<file path="config.mk">
export PLATFORM = sky130hd
export DESIGN_NAME = switch_debouncer
export DESIGN_NICKNAME = d
export VERILOG_FILES = /design/src/rtl/switch_debouncer.sv
export SDC_FILE = /design/constraint.sdc
export NUM_CORES = 1
export LEC_CHECK = 0
export CORE_MARGIN = 3
export CORE_UTILIZATION = 44
export CTS_CLUSTER_SIZE = 14
export DETAILED_ROUTE_END_ITERATION = 16
export DONT_BUFFER_PORTS = 1
export PLACE_DENSITY = 0.55
export SYNTH_ARGS = -nofsm -noshare
export SYNTH_HDL_FRONTEND = slang
export SYNTH_SLANG_ARGS = --single-unit
</file>
<file path="constraint.sdc">
create_clock -name clk -period 5 [get_ports clk]
set_input_delay 1 -clock clk [delete_from_list [all_inputs] [get_ports clk]]
set_output_delay 1 -clock clk [all_outputs]
set_load 0.01 [all_outputs]
</file>
<file path="src/rtl/switch_debouncer.sv">
// -----------------------------------------------------------------------------
// switch_debouncer
//
// Conditions raw push-button / key pins for the switches game core. Each pin
// passes through a two-flop synchronizer and is then debounced on its own: a
// new level is accepted only once it has persisted for DEBOUNCE_CYCLES
// consecutive clocks. When a level is accepted, the block emits a one-cycle
// pressed or released pulse on the same edge that updates the debounced level.
//
// Parameters
//   NUM_KEYS        number of keys debounced (1..8)
//   DEBOUNCE_CYCLES consecutive cycles a new level must persist (>= 2)
//   KEY_ACTIVE_LOW  1 = the pin reads 0 when the key is pressed
//
// Ports
//   clk          game clock; all state changes on the rising edge
//   reset        asynchronous active-low reset
//   keys         raw key pins, asynchronous to clk
//   switches     debounced active-high levels, zero-padded to 8 bits
//   pressed      one-cycle pulse when a debounced level rises
//   released     one-cycle pulse when a debounced level falls
//   any_pressed  OR of pressed, registered alongside it
// -----------------------------------------------------------------------------
module switch_debouncer #(
    parameter int NUM_KEYS        = 4,
    parameter int DEBOUNCE_CYCLES = 250000,
    parameter bit KEY_ACTIVE_LOW  = 1'b0
) (
    input  logic                clk,
    input  logic                reset,
    input  logic [NUM_KEYS-1:0] keys,
    output logic [7:0]          switches,
    output logic [NUM_KEYS-1:0] pressed,
    output logic [NUM_KEYS-1:0] released,
    output logic                any_pressed
);

    localparam int                  CNT_W    = $clog2(DEBOUNCE_CYCLES);
    localparam logic [CNT_W-1:0]    CNT_LAST = CNT_W'(DEBOUNCE_CYCLES - 1);
    // Level a pin shows when its key is not pressed.
    localparam logic [NUM_KEYS-1:0] PIN_IDLE = KEY_ACTIVE_LOW ? {NUM_KEYS{1'b1}}
                                                              : {NUM_KEYS{1'b0}};

    logic [NUM_KEYS-1:0] sync1_q;
    logic [NUM_KEYS-1:0] sync2_q;
    logic [NUM_KEYS-1:0] key_act;
    logic [NUM_KEYS-1:0] stable_q;
    logic [NUM_KEYS-1:0] stable_d;
    logic [NUM_KEYS-1:0] pressed_q;
    logic [NUM_KEYS-1:0] pressed_d;
    logic [NUM_KEYS-1:0] released_q;
    logic [NUM_KEYS-1:0] released_d;
    logic                any_pressed_q;

    // Both synchronizer stages reset to the idle pin level, so that a key
    // held through reset is seen as a fresh press afterwards.
    always_ff @(posedge clk or negedge reset) begin
        if (!reset) begin
            sync1_q <= PIN_IDLE;
            sync2_q <= PIN_IDLE;
        end else begin
            sync1_q <= keys;
            sync2_q <= sync1_q;
        end
    end

    // Synchronized key levels converted to active-high.
    assign key_act = sync2_q ^ PIN_IDLE;

    genvar gi;
    generate
        for (gi = 0; gi < NUM_KEYS; gi++) begin : g_key
            logic [CNT_W-1:0] cnt_q;
            logic [CNT_W-1:0] cnt_d;
            logic             stable_n;
            logic             press_n;
            logic             release_n;

            // The counter tracks how many consecutive edges the synchronized
            // level has differed from the accepted level. Any agreement
            // restarts it, and acceptance clears it, so it never wraps.
            always_comb begin
                cnt_d     = cnt_q;
                stable_n  = stable_q[gi];
                press_n   = 1'b0;
                release_n = 1'b0;
                if (key_act[gi] == stable_q[gi]) begin
                    cnt_d = '0;
                end else if (cnt_q == CNT_LAST) begin
                    cnt_d     = '0;
                    stable_n  = key_act[gi];
                    press_n   = key_act[gi];
                    release_n = ~key_act[gi];
                end else begin
                    cnt_d = cnt_q + CNT_W'(1);
                end
            end

            always_ff @(posedge clk or negedge reset) begin
                if (!reset) begin
                    cnt_q <= '0;
                end else begin
                    cnt_q <= cnt_d;
                end
            end

            assign stable_d[gi]   = stable_n;
            assign pressed_d[gi]  = press_n;
            assign released_d[gi] = release_n;
        end
    endgenerate

    always_ff @(posedge clk or negedge reset) begin
        if (!reset) begin
            stable_q      <= '0;
            pressed_q     <= '0;
            released_q    <= '0;
            any_pressed_q <= 1'b0;
        end else begin
            stable_q      <= stable_d;
            pressed_q     <= pressed_d;
            released_q    <= released_d;
            any_pressed_q <= |pressed_d;
        end
    end

    // Switch bits beyond NUM_KEYS are hard-wired to 0.
    generate
        for (gi = 0; gi < 8; gi++) begin : g_switch
            if (gi < NUM_KEYS) begin : g_used
                assign switches[gi] = stable_q[gi];
            end else begin : g_unused
                assign switches[gi] = 1'b0;
            end
        end
    endgenerate

    assign pressed     = pressed_q;
    assign released    = released_q;
    assign any_pressed = any_pressed_q;

endmodule

</file>
==> flow_results.org <==
** GRT
- The number of antenna violations at the first check in global routing came to 0.
- Largest net degree at the start of global routing :: 94
- Leftover overflow at the end of global routing :: 0
- Overall routing resource usage :: 14.77%
- Met1 track demand over resource in global routing :: 19.49%
- Vias in the first global route :: roughly 2800
- Global routing met2 resource utilization :: about a quarter
- The first global-routing pass estimated around 13000 um of wire.
- Met3 GRT Util :: under 10%
- In this run the most used layer during global routing was met2.

** Synth
- Count of flip-flops with a built-in enable after synthesis :: 0
- After synthesis, the largest area contributor takes up between 50% and 60% of total cell area.
- Portion of the post-synthesis area used by sequential elements :: between 50% and 60%
- After synthesis the netlist holds a flip-flop and latch count of slightly above 90.
- Predominant post-synthesis flop cell :: sky130_fd_sc_hd__dfrtp_1
- Cell accounting for the most synthesized area :: sky130_fd_sc_hd__dfrtp_1
- Netlist area before placement :: 0.004375 mm2
- Cell variety after synth :: 45
- Gate count after technology mapping :: between 400 and 500
- A synthesized cell averages between 10 and 15 um2.
- Ranking of synthesized cells by area :: sky130_fd_sc_hd__dfrtp_1 (53%), sky130_fd_sc_hd__xnor2_1 (7.4%), sky130_fd_sc_hd__nor2_1 (6.5%)
- Syn. warnings :: 0
- Fraction of synthesis flops using an asynchronous set or reset pin :: 100.0%

** Detailed routing
- Wires add up to around 7500 um.
- For this run, the detailed router's first-pass iteration total came to 4.
- For this block, the initial DRC count from the detailed router was 85.
- For this run, design rule violations remaining after detail routing come to 0.
- Detailed-route wire length per cell :: approximately 14 um
- Using the TritonRoute via totals, the vias-per-cell ratio works out to 5.180.
- Once detail routing completed, the nets flagged for antenna violations numbered 0.
- Detailed routing inserted a total of 2854 vias.

** Layout
- Number of nets in the layout :: ~430
- In the final layout, the share of cells above drive strength 1 is between 8 and 9%.
- Relative to the synthesized area, the layout overhead comes to 7.578%.
- The repair_antennas step left the layout with diodes totalling 0.
- Final standard cell area without fillers :: about 0.0047 mm2

** CTS
- Reg clk slew, reported paths :: around 0.090 ns
- Later-pin clock latency in the skew report :: 0.37 ns
- The tree built by TritonCTS fans out to 93 sinks.
- H-tree level count :: 3
- Once the clock tree was built, the resizer swapped 0 gates to a different size.
- TritonCTS built the clock tree.
- Clock Tree Root :: sky130_fd_sc_hd__clkbuf_8
- Max Buffers Root-to-Sink :: 2
- Post-CTS Setup Bufs :: 0
- Hold repair after CTS inserted 0 buffers.
- In this run, CTS created clock tree buffers numbering 9.

** Power and ir drop
- Proportion of power drawn by the clock network :: 41.5%
- IR analysis of the VDD net gives a maximum drop of 0.1627 mV.
- Summed over all nets, the switching power comes to around 0.00029 W.
- The internal portion of the total power is around 0.0011 W.
- Net switching is a little over a fifth of the power.
- Combinational logic burns between 2 and 2.5% of the power.
- For this design the ratio of total power to cell area is approximately 290 mW/mm2.
- Leak Pwr :: between 1.5 and 2 nW
- In this run, flip-flops and latches consume 56.4% of the power.

** Timing
- Across the routed clock network, the largest skew measured is between 0.01 and 0.015 ns.
- Final setup violation count :: 0
- The final-report hold violation count is 0.
- Achievable Freq :: approximately 420 MHz
- Dividing the final minimum period by the clock period gives 47.24%.
- Setup Total Neg Slack :: 0 ns
- Min Tclk post-route :: roughly 2.4 ns
- Transition time at the pin with the least slew margin :: 1.204 ns
- Unrepaired setup endpoints after global routing :: no
- Number of slew-limit violations in the final report :: 0
- Worst slew slack as a fraction of its limit :: 19.16%

** Critical path
- Across all register-to-register paths, the minimum setup slack is between 2 and 3 ns.
- Element type at the critical path end :: flop
- Delay contributed by the slowest stage of the critical path :: 0.96 ns
- For the worst setup path, the data required time is 5.26 ns.
- Crit path DAT :: around 2.6 ns
- The worst setup path is of the flop to flop kind.
- Cell-by-cell listing of the critical path :: ha_1 > and3_1 > nand4_1 > o21ai_1 > o21ba_2
- Highest net fanout along the worst path :: 18
- Cell with the biggest individual delay on the critical path :: sky130_fd_sc_hd__o21ai_1
- Crit start category :: flop

** Placement
- Summed over all nets, the half-perimeter wirelength after detailed placement is between 4000 and 5000 um.
- Placed cell areas :: roughly 0.0045 mm2
- The congestion estimate from routability-driven global placement came to approximately 0.78.
- Number of port buffers :: 0

** Outcome
- Result of the run :: finished, final reports clean

** Hold path
- The tightest min-delay check is of the input port to asynchronous set/reset pin type.

** Die
- Number of cell rows :: 35
- The die is about 110 um tall.
- Placeable core region :: around 0.0095 mm2
- Boundary Pins :: 23
- In this run the horizontal extent of the chip is roughly 110 um.
- Starting utilization of the core area :: between 40 and 50%
- Die area :: about 0.011 mm2

** Job
- Across the run, the number of max-cap violations was 0.
cell usage in the layout, fill, tap and decap left out, types with 2 or more instances in the layout:
cell                        count
sky130_fd_sc_hd__xnor2_1       37
sky130_fd_sc_hd__nand4_1       23
sky130_fd_sc_hd__nor4_2         3
sky130_fd_sc_hd__inv_1         12
sky130_fd_sc_hd__nand4_2        2
sky130_fd_sc_hd__nor4b_1        6
sky130_fd_sc_hd__conb_1         4
sky130_fd_sc_hd__nand3_1       21
sky130_fd_sc_hd__dfrtp_1       93
sky130_fd_sc_hd__nor2_1        76
sky130_fd_sc_hd__a21oi_1        6
sky130_fd_sc_hd__nor4_1        20
sky130_fd_sc_hd__or4_1          3
sky130_fd_sc_hd__bufinv_16      2
sky130_fd_sc_hd__nand3_2        2
sky130_fd_sc_hd__xor2_1        24
sky130_fd_sc_hd__o21ai_0        3
sky130_fd_sc_hd__and3_1         8
sky130_fd_sc_hd__o21ai_4        2
sky130_fd_sc_hd__ha_1           4
sky130_fd_sc_hd__and4_1         6
sky130_fd_sc_hd__mux2_2         4
sky130_fd_sc_hd__nor3_1         9
sky130_fd_sc_hd__clkbuf_8      11
sky130_fd_sc_hd__or3_1          2
sky130_fd_sc_hd__nand2_1       18
sky130_fd_sc_hd__nand3b_1       2
cell usage after synthesis, types with 2 or more instances:
cell type and number:
sky130_fd_sc_hd__dfrtp_1 93, sky130_fd_sc_hd__nor2_1 76, sky130_fd_sc_hd__xnor2_1 37, sky130_fd_sc_hd__xor2_1 24, sky130_fd_sc_hd__nand4_1 23, sky130_fd_sc_hd__nand3_1 21, sky130_fd_sc_hd__nor4_1 20, sky130_fd_sc_hd__nand2_1 18
sky130_fd_sc_hd__inv_1 12, sky130_fd_sc_hd__nor3_1 9, sky130_fd_sc_hd__and3_1 8, sky130_fd_sc_hd__a21oi_1 6, sky130_fd_sc_hd__and4_1 6, sky130_fd_sc_hd__nor4b_1 6, sky130_fd_sc_hd__buf_4 5, sky130_fd_sc_hd__clkbuf_1 4
sky130_fd_sc_hd__ha_1 4, sky130_fd_sc_hd__mux2_2 4, sky130_fd_sc_hd__nor4_2 3, sky130_fd_sc_hd__o21ai_0 3, sky130_fd_sc_hd__or4_1 3, sky130_fd_sc_hd__buf_2 2, sky130_fd_sc_hd__nand3_2 2, sky130_fd_sc_hd__nand3b_1 2
sky130_fd_sc_hd__nand4_2 2, sky130_fd_sc_hd__o21ai_4 2, sky130_fd_sc_hd__or3_1 2
worst paths after layout:
path,to,depth (start not counted),startpoint
setup / recovery,g_key[1].cnt_q[17],5,g_key[1].cnt_q[0]
hold / removal,pressed[0],0,reset
setup reg to reg,g_key[1].cnt_q[17],5,g_key[1].cnt_q[0]
hold reg to reg,key_act[1],0,sync1_q[1]
max in group asynchronous,g_key[0].cnt_q[10],0,reset
min in group clk,key_act[1],0,sync1_q[1]
metrics by stage:
stage                     hold slack [ns]  setup WS, ns  util (%)  cells   power, W
after global routing               0.2799         2.452     49.76    551   0.001438
after CTS                          0.2976         2.642     49.76    551   0.001398
final                              0.3152         2.638     49.76    551   0.001373
after floorplan                    0.3312         3.180         -    418  0.0008147
after detailed placement           0.3371         2.650     47.30    535  0.0008181
after global placement             0.3362         2.645     47.30    535  0.0008175
area by class of cell:
cell class / count / area (um2)
inverter: 12 / 45.04
clock buffer: 11 / 151.4
multi-input combinational: 301 / 1941
sequential: 93 / 2327
tap: 129 / 161.4
fill: 901 / 4752
clock inverter: 5 / 81.33
routing by layer:
metal,vias up,wire [um]
met5,-,0
met4,0,81
met3,6,321
met2,32,3446
met1,1366,3674
li1,1450,-
logic make-up (layout without fill, tap and decap cells):
group / after synthesis / after routing / synth area share, %
compound gates: 17 / 17 / 2.888
xor+xnor: 61 / 61 / 12.21
fa+ha+maj: 4 / 4 / 1.144
buf+inv: 24 / 28 / 2.717
flops: 93 / 93 / 53.19
mux: 5 / 5 / 1.258
other cells: 1 / 4 / 0.08571
simple gates: 210 / 210 / 26.51
flip-flops by register name, summed over array words and instances, names as in the netlist:
| signal | cells |
|---|---|
| any_pressed | 1 |
| g_key.cnt_q | 72 |
| key_act | 4 |
| pressed | 4 |
| released | 4 |
| stable_q | 4 |
| sync1_q | 4 |
critical path: cells and delay by family, from the launching register on:
kind	cells	cell delay, ns
DFF	1	0.41
AOI/OAI and AO/OA	2	1.23
adders and majority gates	1	0.21
and+or+nand+nor	2	0.41
power groups by stage:
stage                logic, W  clock network [W]  registers, W
finish              0.0000282           0.000570      0.000774
global route        0.0000329           0.000628      0.000777
CTS                 0.0000288           0.000595      0.000775
detailed placement  0.0000287                  0      0.000789
global placement    0.0000285                  0      0.000789
floorplan           0.0000278                  0      0.000787
Note: power is estimated with default switching activity, not from simulation.
